**config.mk**
```make
export PLATFORM = sky130hd
export DESIGN_NAME = s2p_deser
export DESIGN_NICKNAME = d
export VERILOG_FILES = /design/src/rtl/s2p_pkg.sv /design/src/rtl/s2p_deser.sv
export SDC_FILE = /design/constraint.sdc
export NUM_CORES = 1
export LEC_CHECK = 0
export CORE_MARGIN = 4
export CORE_UTILIZATION = 50
export CTS_BUF_LIST = sky130_fd_sc_hd__clkbuf_4
export DETAILED_ROUTE_END_ITERATION = 7
export PLACE_DENSITY = 0.78
export RECOVER_POWER = 100
export SYNTH_ARGS = -nofsm -noshare
export SYNTH_HDL_FRONTEND = slang
export SYNTH_SLANG_ARGS = --single-unit
```
**constraint.sdc**
```tcl
create_clock -name clk -period 2.7 [get_ports clk]
set_input_delay 0.54 -clock clk [delete_from_list [all_inputs] [get_ports clk]]
set_output_delay 0.54 -clock clk [all_outputs]
set_load 0.05 [all_outputs]
```
**src/rtl/s2p_pkg.sv**
```systemverilog
// Shared types and defaults for the serial-to-parallel deserializer.
package s2p_pkg;

  typedef enum logic [1:0] {
    S_IDLE   = 2'd0,
    S_DATA   = 2'd1,
    S_PARITY = 2'd2
  } s2p_state_e;

  localparam int unsigned S2P_W_DEFAULT = 4;

endpackage

```
**src/rtl/s2p_deser.sv**
```systemverilog
// Rebuilds W-bit LSB-first words from a gapped serial stream into a valid/ready output register.
// Define S2P_PARITY_EN to expect one even-parity bit after each word and report parity_err_o.
module s2p_deser
  import s2p_pkg::*;
#(
  parameter int unsigned W = S2P_W_DEFAULT
) (
  input  logic         clk,
  input  logic         reset,
  input  logic         flush_i,
  input  logic         serial_i,
  input  logic         valid_i,
  output logic [W-1:0] parallel_o,
  output logic         pvalid_o,
  input  logic         pready_i,
  output logic         busy_o,
  output logic         overflow_o,
  output logic         parity_err_o
);

  localparam int unsigned CW = $clog2(W) + 1;
  localparam logic [CW-1:0] LastIdx = CW'(W - 1);

  s2p_state_e    r_state;
  logic [CW-1:0] r_cnt;
  logic [W-1:0]  r_shift;
  logic [W-1:0]  r_parallel;
  logic          r_pvalid;
  logic          r_overflow;

  s2p_state_e    w_state_d;
  logic [CW-1:0] w_cnt_d;
  logic [W-1:0]  w_shift_d;
  logic [W-1:0]  w_word;
  logic          w_complete;
  logic          w_load;
`ifdef S2P_PARITY_EN
  logic          w_perr;
  logic          r_parity_err;
`endif

  // Collection FSM; flush wins over any bit (including a completing one) in the same cycle.
  always_comb begin
    w_state_d  = r_state;
    w_cnt_d    = r_cnt;
    w_shift_d  = r_shift;
    w_word     = r_shift;
    w_complete = 1'b0;
`ifdef S2P_PARITY_EN
    w_perr     = 1'b0;
`endif
    if (flush_i) begin
      w_state_d = S_IDLE;
      w_cnt_d   = '0;
      w_shift_d = '0;
    end else if (valid_i) begin
      case (r_state)
        S_IDLE: begin
          w_shift_d = {{(W - 1){1'b0}}, serial_i};
          w_cnt_d   = CW'(1);
          w_state_d = S_DATA;
        end
        S_DATA: begin
          for (int i = 0; i < int'(W); i++) begin
            if (r_cnt == CW'(i)) w_shift_d[i] = serial_i;
          end
          if (r_cnt == LastIdx) begin
            w_cnt_d = '0;
`ifdef S2P_PARITY_EN
            w_state_d = S_PARITY;
`else
            w_state_d  = S_IDLE;
            w_complete = 1'b1;
            w_word     = w_shift_d;
`endif
          end else begin
            w_cnt_d = r_cnt + CW'(1);
          end
        end
`ifdef S2P_PARITY_EN
        S_PARITY: begin
          w_state_d  = S_IDLE;
          w_complete = 1'b1;
          w_word     = r_shift;
          w_perr     = ^{r_shift, serial_i};
        end
`endif
        default: begin
          w_state_d = S_IDLE;
          w_cnt_d   = '0;
        end
      endcase
    end
  end

  always_ff @(posedge clk or negedge reset) begin
    if (!reset) begin
      r_state <= S_IDLE;
      r_cnt   <= '0;
      r_shift <= '0;
    end else begin
      r_state <= w_state_d;
      r_cnt   <= w_cnt_d;
      r_shift <= w_shift_d;
    end
  end

  // A finished word loads if the register is empty or being drained this edge; otherwise dropped.
  assign w_load = w_complete & (~r_pvalid | pready_i);

  always_ff @(posedge clk or negedge reset) begin
    if (!reset) begin
      r_parallel <= '0;
      r_pvalid   <= 1'b0;
      r_overflow <= 1'b0;
    end else begin
      r_overflow <= w_complete & r_pvalid & ~pready_i;
      if (w_load) begin
        r_parallel <= w_word;
        r_pvalid   <= 1'b1;
      end else if (pready_i) begin
        r_pvalid   <= 1'b0;
      end
    end
  end

`ifdef S2P_PARITY_EN
  always_ff @(posedge clk or negedge reset) begin
    if (!reset) begin
      r_parity_err <= 1'b0;
    end else if (w_load) begin
      r_parity_err <= w_perr;
    end
  end

  assign parity_err_o = r_parity_err;
`else
  assign parity_err_o = 1'b0;
`endif

  assign parallel_o = r_parallel;
  assign pvalid_o   = r_pvalid;
  assign overflow_o = r_overflow;
  assign busy_o     = (r_cnt != '0) | (r_state == S_PARITY);

endmodule
```
==> results by stage, run 1 <==
Logic synthesis:
- The register area share after synthesis is 46.02%.
- The synthesized net count is 75.
- The netlist uses 24 different library cells.
- By area, the combinational part of the netlist is dominated by simple AND/OR/NAND/NOR gates.
- In the synthesized netlist, mux cells make up around 14% of the area.
- After synthesis, the mean cell area works out to ~11 um^2.
- For this run, the number of Yosys warnings is 0.
- The synthesized netlist devotes 0% of its cell area to XOR and XNOR gates.
- Summing the areas of all compound-gate instances in the mapped netlist gives under 10% of the synthesized area.
- The synthesized netlist devotes 7.080% of its cell area to adder and majority cells.
- Counting every instance in the synthesized netlist gives 65.
- Summing the areas of all and, or, nand and nor instances in the mapped netlist gives 22.30% of the synthesized area.
- After synthesis the cells add up to around 700 um^2.
- Synthesis inferred 13 register bits.

Timing:
- Setup repair after global routing left no endpoint under its margin.
- In this run the tightest slew margin relative to its limit is between 40 and 50%.
- The worst setup slack after layout is roughly 190 ps.
- The maximum operating frequency is 398.4 MHz.
- The final total negative setup slack is 0 ps.
- For the final database, setup skew stands at around 6.4 ps.
- The final hold violation count is 0.
- At the pin with the least slew margin, the transition time is between 800 and 900 ps.
- The total of endpoints with negative setup slack in the final report is 0.
- The final-report max-slew violation count is 0.
- The final critical path takes up between 90% and 100% of the cycle.
- After layout, the minimum clock period comes to around 2500 ps.

Global route:
- The first-pass GRT wire length is between 2000 and 2500 um.
- The initial antenna violation count was 0.
- Global routing consumed, over all layers together, between 10 and 15% of the routing resources.
- The via count of the first global-routing pass is between 400 and 500.
- The global route total overflow is 0.
- The pin count of the biggest net entering global routing is 14.

Die:
- 14 I/O pins were placed.
- The floorplan step set the die height to approximately 46 um.
- The initial core utilization is 53.66%.
- Measured along the x axis, the die boundary spans around 46 um.
- The site row count is 13.
- The floorplan step defined a core boundary enclosing 0.001318 mm^2.
- The die covers between 0.002 and 0.0025 mm^2.

Setup path:
- The critical path is of the reg2out type.
- Of all nets on the critical path, the largest fanout is 4.
- For the worst setup path, the data required time is between 2000 and 2500 ps.
- The worst setup path is launched from a flip-flop.
- The kind of capture point of the worst setup path is an output pin.
- The data arrival time of the critical path is about 2000 ps.

Clock network:
- Post-CTS repair changed the size of 0 cells.
- The CTS sink count is 13.
- The number of post-CTS setup repair buffers is 0.
- For the worst-skew pair, the clock arrives at the later sink with an insertion delay of between 200 and 300 ps.
- The count of hold-fix buffers inserted at cts is 0.
- CTS placed an instance of clkbuf_4 at the clock tree root.
- The clock buffer count from CTS is 3.
- Counting along the longest clock path gives a buffer depth of 2.
- The TritonCTS clock tree is done.
- The clock transition time at the flip-flop clock pins of the worst setup and hold paths is ~80 ps.
- The maximum level of the CTS H-tree is 1.

Placement:
- Summed over all nets, the half-perimeter wirelength after detailed placement is between 900 and 1000 um.
- The placer's final routability congestion estimate is between 0.7 and 0.8.
- Once placement completed, the tool counted placed cells totaling a little under 90.
- At the placement stage, the worst setup path has a slack of ~480 ps.
- The cell area reported after detailed placement is 829.5 um^2.
- The port buffer count is 12.

Finish:
- The count of placed standard cells in the final layout, fillers left out is between 90 and 100.
- The area growth from synthesis to layout is 19.12%.
- The antenna diode count is 0.
- The cell area after layout is around 840 um^2.
- In the final design database the tool counted 89 nets.
- In the layout the commonest cells are 13 x dfrtp_1, 9 x dlygate4sd3_1, 7 x nand2b_1.
- Leaving out fill and tap cells, the most frequent cell in the layout is dfrtp_1.
- The share of post-route cells with drive strength above 1 is about 15%.
- The filler cells instantiated in the layout total around 100.

Drt:
- The routed via count divided by cell count is approximately 5.1.
- The antenna violation net count after detailed routing is 0.
- The first detailed-routing pass ran for 3 iterations.
- The DRC violation total after the first TritonRoute iteration is 5.
- The count of vias placed by the detailed router is 475.
- The total wirelength of the detailed-routed design is 1211 um.
- In the final routed layout, each cell accounts on average for roughly 13 um.
- The number of remaining DRC errors is 0.

Power:
- The power per standard cell area is approximately 460 mW/mm^2.
- The static leakage is approximately 0.00041 uW.
- VDD sags by at most ~0.34 mV.

Run:
- Max-cap violations in this run came to 0.

Run status:
- The run finished with clean final reports.

Hold path:
- The tightest min-delay check is of the reg2reg type.
[cell type report]
| cell class | count | area (um^2) | share of cell area, % |
|---|---|---|---|
| Timing Repair Buffer | 12 | 120.1 | 14.26 |
| Clock buffer | 4 | 30.03 | 3.566 |
| Inverter | 5 | 18.77 | 2.229 |
| Sequential cell | 13 | 325.3 | 38.63 |
| Tap cell | 15 | 18.77 | 2.229 |
| Multi-Input combinational cell | 44 | 329.1 | 39.08 |
[worst max-delay path: stages, from the launching register on]
cell	delay, ps
dfrtp_1	400
inv_1	100
ha_1	200
nand2b_1	110
dlygate4sd3_1	890
[state kept, by name (all words and copies together) (netlist names)]
register,count
pvalid_o,1
r_shift,3
r_cnt,3
r_state,1
overflow_o,1
parallel_o,4
[power breakdown]
part           switching, uW  internal, uW
sequential              4.79           200
clock                   59.1          67.3
combinational           37.1          22.3
[cells in the mapped netlist]
cell	number	area [um^2]
nand3_1	1	5.000
dfrtp_1	13	325.3
nand2_2	1	6.260
buf_4	1	7.510
inv_1	5	18.77
nor3_1	2	10.01
mux2i_1	3	30.03
o21ai_0	1	5.000
nand2b_4	1	13.76
nor4b_4	1	23.77
nand2b_1	7	43.79
ha_1	4	50.05
mux2_2	6	67.56
or3_2	1	7.510
nor2_1	5	18.77
or3b_2	1	8.760
a21oi_1	2	10.01
nand2_1	3	11.26
o31ai_1	2	15.01
clkbuf_1	1	3.750
buf_2	1	5.000
a21boi_0	1	7.510
and3b_1	1	8.760
conb_1	1	3.750
[final timing paths]
check	startpoint	to	slack, ps	depth (start not counted)
max	r_cnt[0]	busy_o	190	4
min	parallel_o[0]	parallel_o[0]	500	1
max reg2reg	r_cnt[0]	parallel_o[3]	750	4
min reg2reg	parallel_o[0]	parallel_o[0]	500	1
max in group asynchronous	reset	parallel_o[0]	1620	1
min in group asynchronous	reset	r_cnt[0]	700	1
[stage by stage]
stage / util (%) / hold slack (ps) / power (uW)
CTS: 65.24 / 516.0 / 403.1
detailed placement: 62.96 / 494.0 / 271.8
floorplan: - / 244.4 / 248.6
finish: 63.91 / 500.8 / 391.0
global placement: 62.96 / 486.5 / 271.1
global route: 63.91 / 542.4 / 414.2
[cell families after synthesis]
group / Yosys count
and+or+nand+nor: 24
other: 1
adders and majority gates: 4
DFF: 13
muxes: 9
buffers and inverters: 8
AOI/OAI and AO/OA: 6
[routing by layer]
metal  up-vias  GRT usage (%)  share of wire (%)
met5         -              0                  0
met4         0          7.018                1.2
met3         2          7.510                5.9
met2        13          24.79                 49
met1       223          15.56                 44
li1        237              -                  -
Note: power is estimated with default switching activity, not from simulation.
==> run 2, diff against run 1 <==
--- a/config.mk
+++ b/config.mk
@@ -9,6 +9,8 @@
 export CORE_UTILIZATION = 50
 export CTS_BUF_LIST = sky130_fd_sc_hd__clkbuf_4
 export DETAILED_ROUTE_END_ITERATION = 7
+export GPL_ROUTABILITY_DRIVEN = 1
+export HOLD_SLACK_MARGIN = 0.08
 export PLACE_DENSITY = 0.78
 export RECOVER_POWER = 100
 export SYNTH_ARGS = -nofsm -noshare
==> results of run 2 <==
The final DEF is identical to that of run 1; final timing and power are the same.
